### src/rtl/slap_pkg.sv
// slap_line shared package: depth floor and counter width helper.
// Optional feature macro used by slap_line: SLAP_EDGE_EN.
package slap_pkg;

    localparam int SLAP_MIN_DEPTH = 2;

    // Bits needed to count 0..depth valid stages.
    function automatic int slap_occ_w(input int depth);
        return $clog2(depth + 1);
    endfunction

endpackage

### src/rtl/slap_stage.sv
// slap_stage: one valid+data register of the delay line.
// Priority on each edge is rst, then flush, then en, else hold.
module slap_stage
    import slap_pkg::*;
#(
    parameter int               WIDTH   = 8,
    parameter logic [WIDTH-1:0] RST_VAL = '0
) (
    input  logic             clk_i,
    input  logic             rst_i,
    input  logic             flush_i,
    input  logic             en_i,
    input  logic             valid_i,
    input  logic [WIDTH-1:0] data_i,
    output logic             valid_o,
    output logic [WIDTH-1:0] data_o
);

    logic             valid_q;
    logic [WIDTH-1:0] data_q;

    // Flush clears only the valid bit; data stays as it was.
    always_ff @(posedge clk_i) begin
        if (rst_i) begin
            valid_q <= 1'b0;
            data_q  <= RST_VAL;
        end else if (flush_i) begin
            valid_q <= 1'b0;
        end else if (en_i) begin
            valid_q <= valid_i;
            data_q  <= data_i;
        end
    end

    assign valid_o = valid_q;
    assign data_o  = data_q;

endmodule

### src/rtl/slap_line.sv
// slap_line: registered delay line with tap, occupancy and rise detect.
// Define SLAP_EDGE_EN to build the out_data rising-edge detector.
module slap_line
    import slap_pkg::*;
#(
    parameter int               WIDTH   = 8,
    parameter int               DEPTH   = 4,
    parameter logic [WIDTH-1:0] RST_VAL = '0
) (
    input  logic                       clk,
    input  logic                       rst,
    input  logic                       en,
    input  logic                       flush,
    input  logic                       in_valid,
    input  logic [WIDTH-1:0]           in_data,
    input  logic [$clog2(DEPTH)-1:0]   tap_sel,
    output logic                       out_valid,
    output logic [WIDTH-1:0]           out_data,
    output logic                       tap_valid,
    output logic [WIDTH-1:0]           tap_data,
    output logic [$clog2(DEPTH+1)-1:0] occ,
    output logic [WIDTH-1:0]           edge_rise
);

    localparam int SW = $clog2(DEPTH);
    localparam int OW = slap_occ_w(DEPTH);

    if (DEPTH < SLAP_MIN_DEPTH) begin : g_depth_chk
        $error("slap_line: DEPTH must be at least %0d", SLAP_MIN_DEPTH);
    end

    typedef struct packed {
        logic             valid;
        logic [WIDTH-1:0] data;
    } slap_stage_t;

    slap_stage_t stg [DEPTH];
    slap_stage_t nxt [DEPTH];

    // Stage 0 takes the input; every later stage takes its predecessor.
    always_comb begin
        nxt[0] = '{valid: in_valid, data: in_data};
        for (int k = 1; k < DEPTH; k++) begin
            nxt[k] = stg[k-1];
        end
    end

    for (genvar k = 0; k < DEPTH; k++) begin : g_stage
        slap_stage #(
            .WIDTH   (WIDTH),
            .RST_VAL (RST_VAL)
        ) u_stage (
            .clk_i   (clk),
            .rst_i   (rst),
            .flush_i (flush),
            .en_i    (en),
            .valid_i (nxt[k].valid),
            .data_i  (nxt[k].data),
            .valid_o (stg[k].valid),
            .data_o  (stg[k].data)
        );
    end

    logic [OW-1:0] occ_q;
    logic [OW-1:0] occ_d;

    // One in, one out per advance; the count tracks the difference.
    always_comb begin
        occ_d = occ_q;
        if (en) begin
            occ_d = occ_q + OW'(in_valid) - OW'(stg[DEPTH-1].valid);
        end
    end

    // Occupancy register shares the stage reset/flush priority.
    always_ff @(posedge clk) begin
        if (rst || flush) begin
            occ_q <= '0;
        end else begin
            occ_q <= occ_d;
        end
    end

    // Tap mux reads stage registers only; out-of-range selects give zero.
    always_comb begin
        tap_valid = 1'b0;
        tap_data  = '0;
        for (int k = 0; k < DEPTH; k++) begin
            if (tap_sel == SW'(k)) begin
                tap_valid = stg[k].valid;
                tap_data  = stg[k].data;
            end
        end
    end

    assign out_valid = stg[DEPTH-1].valid;
    assign out_data  = stg[DEPTH-1].data;
    assign occ       = occ_q;

`ifdef SLAP_EDGE_EN
    logic [WIDTH-1:0] h_q;

    // History holds the out_data seen just before the last advance.
    always_ff @(posedge clk) begin
        if (rst) begin
            h_q <= RST_VAL;
        end else if (!flush && en) begin
            h_q <= out_data;
        end
    end

    assign edge_rise = out_valid ? (out_data & ~h_q) : '0;
`else
    assign edge_rise = '0;
`endif

endmodule
### config.mk
export PLATFORM = sky130hd
export DESIGN_NAME = slap_line
export DESIGN_NICKNAME = d
export VERILOG_FILES = /design/src/rtl/slap_pkg.sv /design/src/rtl/slap_stage.sv /design/src/rtl/slap_line.sv
export SDC_FILE = /design/constraint.sdc
export NUM_CORES = 1
export LEC_CHECK = 0
export CAP_MARGIN = 20
export CORE_MARGIN = 5
export CORE_UTILIZATION = 45
export CTS_CLUSTER_DIAMETER = 80
export DETAILED_ROUTE_END_ITERATION = 16
export DONT_BUFFER_PORTS = 1
export HOLD_SLACK_MARGIN = 0.02
export PLACE_DENSITY = 0.65
export SLEW_MARGIN = 20
export SYNTH_ARGS = -nofsm -noshare
export SYNTH_HDL_FRONTEND = slang
export SYNTH_SLANG_ARGS = --single-unit
### constraint.sdc
create_clock -name clk -period 2.55 [get_ports clk]
set_clock_uncertainty 0.15 [all_clocks]
set_input_delay 0.3825 -clock clk [delete_from_list [all_inputs] [get_ports clk]]
set_output_delay 0.3825 -clock clk [all_outputs]
set_load 0.01 [all_outputs]
==> impl_metrics.tcl, run 1 <==
set metrics [dict create \
    syn_inst 194 \
    placed_area_mm2 0.00169 \
    ys_seq_area_frac 0.454 \
    critPathCaptureType "register" \
    start_util 0.466 \
    path_clk_slew_ns 0.07 \
    setup_slack_ns 0.458 \
    busiest_layer "met2" \
    synthAdderAreaFrac 0.0262 \
    startpoint_type "register" \
    core_area_mm2 0.00369 \
    worstPathArrival_ns 2.13 \
    synth_commonest_cells "nand2_1, dfxtp_1, a21oi_1, buf_2, mux4_2" \
    synth_flop_cell "dfxtp_1" \
    worstPathCellList "inv_1 > ha_1 > inv_1 > ha_1 > inv_1 > fa_1 > xor2_1 > a211oi_2 > a31o_1" \
    drive_above_1_share 0.112 \
    post-place-ws_ns 0.445 \
    reg2reg_slack_ns 0.46 \
    async_flop_share 0 \
    required_ns 2.59 \
    leakage_uw 0.000626 \
    crit_fanout 3 \
    clkLatencyLatePin_ns 0.29 \
    boundaryPins 44 \
    r2r-start "occ[0]" \
    fin_area_mm2 0.00178 \
    gp_congestion 0.678 \
    yosysMostFrequentCell "nand2_1" \
    use_met2 0.237 \
    vdd_drop_max_v 0.000337 \
    tns_ns 0 \
    die_width_um 71.8 \
    relSlewSlack 0.605 \
    crit_end "occ[2]" \
    finalHoldViolations 0 \
    cts_tree "built" \
    timing.fmax_mhz 478 \
    synth_edf_count 0 \
    grt_pass1_vias 1283 \
    n_antenna_cell 0 \
    power_density_mw_per_mm2 624 \
    synth_compound_area_frac 0.110 \
    dr.first_iter.drc_count 69 \
    via_per_inst 5.29 \
    die_area_mm2 0.00516 \
    critical_path.startpoint "occ[0]" \
    syn_area_per_cell_um2 8.86 \
    met3_usage 0.0575 \
    rows 22 \
    dr.pass1.iters 4 \
    drc 0 \
    cts_max_path_buffers 2 \
    num_vias 1242 \
    netlist_area_mm2 0.00172 \
    max_stage_delay_ns 0.41 \
    ff2ff_path_depth 9 \
    grt_antenna_before_repair 0 \
    yosysTopAreaCell "dfxtp_1" \
    grt_pass1_wl_um 5650 \
    drv_slew 0 \
    use_met1 0.153 \
    path_class "register to register" \
    dieHeight_um 71.8 \
    tightest_slew_ns 0.593 \
    hold_class "input port to register" \
    muxShareOfSynthArea 0.147 \
    cts-root-buf "clkbuf_8" \
    nets 205 \
    synthTopCellsByArea "dfxtp_1, nand2_1, mux4_2, a21oi_1, buf_4" \
    wirelength_um 3510 \
    grtUsageTotal 0.144 \
    finalCritPeriodShare 0.820 \
    ys_types 22 \
    maxCapViolations 0 \
    final-seq-area_um2 781 \
    ys_ff_latch 39 \
    critPathSlowestCell "dfxtp_1" \
    area_delta_synth_final_pct 3.78 \
    globalRouteOverflowTotal 0 \
    outcome "finished, final reports clean" \
    htreeDepth 2 \
    setup_viol_count_final 0 \
    yosys.area_share.simple 0.167 \
    rsz0062_at_grt "no" \
    yosys_warnings 0 \
    fill_cells 371 \
    numCtsBuffers 5 \
    multiInputGateArea_um2 816 \
    r2r-end "occ[2]" \
    period_needed_ns 2.09 \
    path_common_cell "inv_1" \
    cts.sinks 39 \
    portBuffers 0 \
    wire_per_inst_um 14.9 \
    dp_hpwl_um 2420 \
    synth_top_area_share 0.454 \
    grt_max_degree 33 \
    synth_top_family_by_area "simple AND/OR/NAND/NOR gates" \
    synth_xor_area_frac 0.00509 \
    ant_nets 0 \
]
==> stage by stage <==
step	power (uW)	instances	utilization	hold slack, ns
2_1_floorplan	720	201	-	0.291
3_3_place_gp	701	227	0.459	0.292
4_1_cts	1120	235	0.485	0.0286
3_5_place_dp	705	227	0.459	0.302
6_report	1110	235	0.484	0.0306
5_1_grt	1160	235	0.484	0.0317
==> worst max-delay path: cells and delay by family (launching register included) <==
kind / cells / cell delay [ns]
flip-flops: 1 / 0.41
adder cells (fa/ha/maj): 3 / 0.77
buffers and inverters: 3 / 0.18
AO/OA/AOI/OAI: 2 / 0.28
XOR/XNOR: 1 / 0.22
==> layer usage <==
| metal | share of wire | vias to the layer above |
|---|---|---|
| li1 | - | 607 |
| met1 | 0.41 | 586 |
| met2 | 0.48 | 40 |
| met3 | 0.083 | 9 |
| met4 | 0.029 | 0 |
| met5 | 0 | - |
==> area by class of cell <==
type,count,share of cell area
Inverter,4,0.00842
Clock buffer,6,0.0463
Sequential cell,39,0.438
Multi-Input combinational cell,135,0.457
Tap cell,48,0.0337
Timing Repair Buffer,2,0.0140
Clock inverter,1,0.00281
==> registers in the layout, summed over array words and instances, names as in the netlist <==
signal,count
g_stage.u_stage.valid_o,4
g_stage.u_stage.data_o,32
occ,3
==> cell families (layout without fill, tap and decap cells) <==
group / count (synthesis) / in the layout
and+or+nand+nor: 74 / 74
DFF: 39 / 39
AOI/OAI and AO/OA: 35 / 35
buffers and inverters: 27 / 13
muxes: 14 / 14
adders and majority gates: 3 / 3
other: 1 / 8
xor gates and xnor gates: 1 / 1
==> where the power goes <==
group,switching (uW),internal [uW],total [uW]
Clock,203,212,415
Combinational,42.1,26.9,69.0
Sequential,9.30,620,629
==> worst min path at each step <==
stage                                               to  cells past startpoint                    startpoint  slack, ns
final                                           occ[1]                      1                            en       0.03
after global routing                            occ[1]                      1                            en       0.03
after global placement    g_stage[3].u_stage.data_o[6]                      2  g_stage[2].u_stage.data_o[6]       0.29
after CTS                                       occ[1]                      1                            en       0.03
after detailed placement  g_stage[3].u_stage.data_o[0]                      2  g_stage[2].u_stage.data_o[0]       0.30
after floorplan           g_stage[2].u_stage.data_o[4]                      2  g_stage[1].u_stage.data_o[4]       0.29
==> cells in the final DEF (no fill, tap or decap), drive strengths merged <==
cell type   n
nand2      64
dfxtp      39
a21oi      32
mux4        9
conb        8
nor2        7
clkbuf      6
mux2i       5
inv         4
ha          2
a211oi      2
buf         2
nor2b       1
nand2b      1
or2         1
xor2        1
a31o        1
fa          1
clkinv      1
==> timing repair <==
action / in CTS / in global routing
buffers inserted: 0 / 0
resized for setup: 0 / 0
hold endpoints to repair: 32 / 0
hold buffers: 1 / 0
(Power assumes the default switching activity.)
==> inputs of run 2 (changes only) <==
==> constraint.sdc (replaced) <==
create_clock -name clk -period 2 [get_ports clk]
set_clock_uncertainty 0.15 [all_clocks]
set_input_delay 0.3 -clock clk [delete_from_list [all_inputs] [get_ports clk]]
set_output_delay 0.3 -clock clk [all_outputs]
set_load 0.01 [all_outputs]
==> run 2 against run 1 <==
Net effect:
- clock power up 27%
- register-to-register slack worse by 0.37 ns
- global-route usage about the same
- die area unchanged
- setup slack worse by 0.37 ns
- utilization up 3.1 points
- critical path depth unchanged
- hold slack worse by 0.0076 ns
- total power up 29%
- first-iteration DRC count up 35%
- via count up 4.3%
- largest power group unchanged
==> impl_metrics.tcl, run 2 (synthesis results as in run 1) <==
set metrics [dict create \
    clkLatencyLatePin_ns 0.29 \
    htreeDepth 2 \
    outcome "finished, final reports clean" \
    period_needed_ns 1.91 \
    grtUsageTotal 0.144 \
    startpoint_type "register" \
    critPathCaptureType "register" \
    dr.first_iter.drc_count 93 \
    die_width_um 71.8 \
    boundaryPins 44 \
    numCtsBuffers 5 \
    max_stage_delay_ns 0.35 \
    drive_above_1_share 0.131 \
    placed_area_mm2 0.00169 \
    critPathSlowestCell "fa_2" \
    relSlewSlack 0.595 \
    setup_slack_ns 0.0867 \
    power.switching_uw 327 \
    path_class "register to register" \
    n_antenna_cell 0 \
    leakage_uw 0.000675 \
    rsz0062_at_grt "no" \
    post-place-ws_ns -0.00631 \
    finalHoldViolations 0 \
    maxCapViolations 0 \
    start_util 0.466 \
    hold_class "input port to register" \
    crit_fanout 2 \
    wirelength_um 3530 \
    largest_reg_flops 32 \
    power.share.clock 0.368 \
    die_area_mm2 0.00516 \
    wire_per_inst_um 14.3 \
    setup_viol_count_final 0 \
    cts_max_path_buffers 2 \
    dr.pass1.iters 6 \
    layout_commonest_cell "nand2_1" \
    power_density_mw_per_mm2 755 \
    layout_common_cells "nand2_1, dfxtp_1, a21oi_1" \
    vdd_drop_max_v 0.000471 \
    rows 22 \
    core_area_mm2 0.00369 \
    path_clk_slew_ns 0.07 \
    tightest_slew_ns 0.608 \
    num_vias 1295 \
    worstPathArrival_ns 1.95 \
    cts-root-buf "clkbuf_8" \
    fill_cells 349 \
    drc 0 \
    grt_pass1_vias 1238 \
    cts_tree "built" \
    swShare 0.228 \
    finalCritPeriodShare 0.957 \
    cp.buffers_inverters 3 \
    portBuffers 0 \
    via_per_inst 5.24 \
    grt_max_degree 33 \
    required_ns 2.03 \
    timing.fmax_mhz 523 \
    dieHeight_um 71.8 \
    dp_hpwl_um 2360 \
    grt_antenna_before_repair 0 \
    gp_congestion 0.662 \
    worstPathCellList "inv_1 > ha_1 > inv_1 > ha_1 > inv_1 > fa_2 > xor2_2 > a211oi_2 > a31o_1" \
    combPwrFrac 0.073 \
    internal-power_uw 1110 \
    critical-path-top-delay-family "adder cells" \
    area_delta_synth_final_pct 10.4 \
    tns_ns 0 \
    nets 217 \
    ant_nets 0 \
    globalRouteOverflowTotal 0 \
    seqPwrFrac 0.559 \
    drv_slew 0 \
    grt_pass1_wl_um 5720 \
    fin_area_mm2 0.00190 \
    cts.sinks 39 \
    path_common_cell "inv_1" \
]
-- run 2: cell types whose count changed in the layout (fill, tap and decap cells not counted) --
cell / change
dfxtp_1: -1
buf_4: +3
dfxtp_2: +1
buf_12: -1
fa_2: +1
fa_1: -1
xor2_2: +1
dlygate4sd3_1: +10
xor2_1: -1
-- run 2: path summary, 6_finish.rpt --
kind                           startpoint                      endpoint  slack [ns]  depth (start not counted)
max                                occ[0]                        occ[2]        0.09                          9
min                                    en    g_stage[2].u_stage.valid_o        0.02                          2
max reg2reg                        occ[0]                        occ[2]        0.09                          9
min reg2reg  g_stage[2].u_stage.data_o[0]  g_stage[3].u_stage.data_o[0]        0.32                          2
-- run 2: final cells by class --
class,instances,area (um2),area share
tap,48,60.1,0.0316
clock buffer,6,82.6,0.0435
multi-input combinational,135,826,0.435
clock inverter,1,5.00,0.00264
sequential,39,782,0.412
timing repair buffer,14,128,0.0672
inverter,4,15.0,0.00791
-- run 2: layer usage --
metal / global-route usage / up-vias / routed length, um
li1: - / 628 / -
met1: 0.154 / 616 / 1400
met2: 0.241 / 43 / 1700
met3: 0.0715 / 8 / 343
met4: 0.0585 / 0 / 85
met5: 0 / - / 0
-- run 2: through the flow --
| step | utilization | cells | hold slack, ns | total power, uW |
|---|---|---|---|---|
| detailed placement | 0.459 | 229 | 0.225 | 896 |
| CTS | 0.516 | 247 | 0.0213 | 1450 |
| finish | 0.515 | 247 | 0.0230 | 1430 |
| global route | 0.515 | 247 | 0.0284 | 1500 |
| global placement | 0.459 | 229 | 0.223 | 892 |
| floorplan | - | 201 | 0.286 | 918 |
-- run 2: repair_timing --
action / CTS / global route
gates resized for setup: 2 / 1
pin swaps: 0 / 1
hold endpoints to repair: 36 / 0
setup endpoints to repair: 1 / 1
hold buffers: 11 / 0
buffers inserted: 0 / 0
-- run 2: power by group through the flow --
stage          sequential, uW  combinational [uW]  clock (uW)
6_report                  801                 105         527
5_1_grt                   803                 115         578
4_1_cts                   801                 106         538
3_5_place_dp              819                76.8           0
3_3_place_gp              818                74.6           0
2_1_floorplan             816                 101           0
==> inputs of run 3 (changes only) <==
--- a/config.mk
+++ b/config.mk
@@ -7,12 +7,12 @@
 export LEC_CHECK = 0
 export CAP_MARGIN = 20
 export CORE_MARGIN = 5
-export CORE_UTILIZATION = 45
+export CORE_UTILIZATION = 61
 export CTS_CLUSTER_DIAMETER = 80
 export DETAILED_ROUTE_END_ITERATION = 16
 export DONT_BUFFER_PORTS = 1
 export HOLD_SLACK_MARGIN = 0.02
-export PLACE_DENSITY = 0.65
+export PLACE_DENSITY = 0.82
 export SLEW_MARGIN = 20
 export SYNTH_ARGS = -nofsm -noshare
 export SYNTH_HDL_FRONTEND = slang
==> constraint.sdc (replaced) <==
create_clock -name clk -period 2 [get_ports clk]
set_clock_uncertainty 0.15 [all_clocks]
set_input_delay 0.5 -clock clk [delete_from_list [all_inputs] [get_ports clk]]
set_output_delay 0.5 -clock clk [all_outputs]
set_load 0.01 [all_outputs]
==> run 3 against run 2 <==
Net effect:
- global-route usage is 3.1 points higher
- sequential power hardly changed
- flip-flop and latch count stayed put
- non-clock buffer count is 11 lower
- maximum frequency is 1.6% lower
- utilization is 12 points higher
- final cell count is 11% lower
- via count is 2.4% lower
- combinational power is 26% lower
- critical path type is now register to output port
- critical endpoint is now tap_valid
==> impl_metrics.tcl, run 3 (synthesis results as in run 1) <==
set metrics [dict create \
    outcome "finished, final reports clean" \
    maxCapViolations 0 \
    fin_area_mm2 0.00174 \
    rows 19 \
    tightest_slew_ns 0.603 \
    numCtsBuffers 5 \
    dp_hpwl_um 2410 \
    r2r-end "occ[2]" \
    finalHoldViolations 0 \
    wirelength_um 3370 \
    placed_area_mm2 0.00167 \
    gp_congestion 0.736 \
    grt_max_degree 34 \
    die_area_mm2 0.00398 \
    hold_class "input port to register" \
    area_delta_synth_final_pct 1.16 \
    rsz0062_at_grt "yes" \
    critical_path.startpoint "g_stage[3].u_stage.valid_o" \
    largest_reg_flops 32 \
    vdd_drop_max_v 0.000705 \
    clkLatencyLatePin_ns 0.33 \
    final-seq-area_um2 783 \
    num_vias 1264 \
    wire_per_inst_um 15.3 \
    timing.fmax_mhz 514 \
    finalCritPeriodShare 0.972 \
    core_area_mm2 0.00273 \
    worstPathArrival_ns 1.29 \
    grtUsageTotal 0.175 \
    cts_tree "built" \
    critPathCaptureType "output port" \
    ant_nets 0 \
    crit_end "tap_valid" \
    fill_cells 252 \
    post-place-ws_ns 0.0148 \
    start_util 0.629 \
    ctsHoldBuffers 0 \
    ff2ff_path_depth 9 \
    leakage_uw 0.000613 \
    required_ns 1.35 \
    period_needed_ns 1.94 \
    path_clk_slew_ns 0.11 \
    setup_viol_count_final 0 \
    setup_slack_ns 0.0557 \
    cts.sinks 39 \
    boundaryPins 44 \
    drive_above_1_share 0.132 \
    die_width_um 63.1 \
    htreeDepth 2 \
    nets 206 \
    cts_setup_buffers 0 \
    relSlewSlack 0.598 \
    n_antenna_cell 0 \
    dr.pass1.iters 4 \
    dr.first_iter.drc_count 83 \
    drv_slew 0 \
    dieHeight_um 63.1 \
    grt_antenna_before_repair 0 \
    layout_common_cells "nand2_1, dfxtp_1, a21oi_1" \
    globalRouteOverflowTotal 0 \
    total_power_uw 1250 \
    reg2reg_slack_ns 0.11 \
    crit_fanout 3 \
    cts-root-buf "clkbuf_4" \
    r2r-start "occ[0]" \
    tns_ns 0 \
    power_density_mw_per_mm2 718 \
    grt_pass1_wl_um 5610 \
    multiInputGateArea_um2 826 \
    cts_max_path_buffers 2 \
    portBuffers 0 \
    startpoint_type "register" \
    via_per_inst 5.75 \
    grt_pass1_vias 1248 \
    layout_commonest_cell "nand2_1" \
    path_class "register to output port" \
    drc 0 \
]
run 3: cell types whose count changed in the layout (fill, tap and decap cells not counted):
cell,change
dlygate4sd3_1,-10
clkbuf_8,-6
clkbuf_4,+5
clkbuf_1,+2
buf_2,-1
buf_4,-1
buf_6,+1
dfxtp_1,-1
dfxtp_2,+1
run 3: layer usage:
layer	global-route usage	routed length [um]	vias to the layer above
li1	-	-	609
met1	0.194	1310	607
met2	0.304	1740	44
met3	0.0639	292	4
met4	0.0637	35	0
met5	0	0	-
run 3: worst min-delay path by stage:
stage                                 start                            to  slack, ns  depth (start not counted)
3_5_place_dp   g_stage[0].u_stage.data_o[1]  g_stage[0].u_stage.data_o[1]       0.30                          2
6_report                                rst  g_stage[0].u_stage.data_o[5]       0.07                          1
3_3_place_gp   g_stage[1].u_stage.data_o[3]  g_stage[2].u_stage.data_o[3]       0.29                          2
5_1_grt                                 rst  g_stage[3].u_stage.data_o[5]       0.05                          1
2_1_floorplan  g_stage[1].u_stage.data_o[4]  g_stage[2].u_stage.data_o[4]       0.29                          2
4_1_cts                                 rst  g_stage[3].u_stage.data_o[5]       0.06                          1
run 3: area by class of cell:
type	instances	share of cell area
multi-input cells	135	0.475
well taps	31	0.0223
repair buffers	3	0.0151
flip-flops and latches	39	0.450
inverters	4	0.00863
clock inverters	1	0.00288
clock buffers	7	0.0259
run 3: through the flow:
stage	hold slack, ns	cells	utilization
after global routing	0.0456	220	0.636
after detailed placement	0.301	212	0.612
final	0.0740	220	0.636
after floorplan	0.291	201	-
after global placement	0.291	212	0.612
after CTS	0.0630	220	0.633
run 3: repair_timing:
item                                    in CTS  in global routing
resized for setup                            1                  4
endpoints found under the hold margin        0                  0
gates cloned                                 0                  0
pin swaps                                    0                  1
endpoints found under the setup margin       1                  2
run 3: critical path, stage by stage (launching register included):
cell	delay (ns)
dfxtp_2	0.34
buf_6	0.12
mux4_2	0.51
run 3: power by group:
part / internal [uW] / leakage, uW / switching (uW)
clock: 137 / 0.0000293 / 232
combinational: 32.3 / 0.000267 / 45.4
sequential: 790 / 0.000317 / 11.5
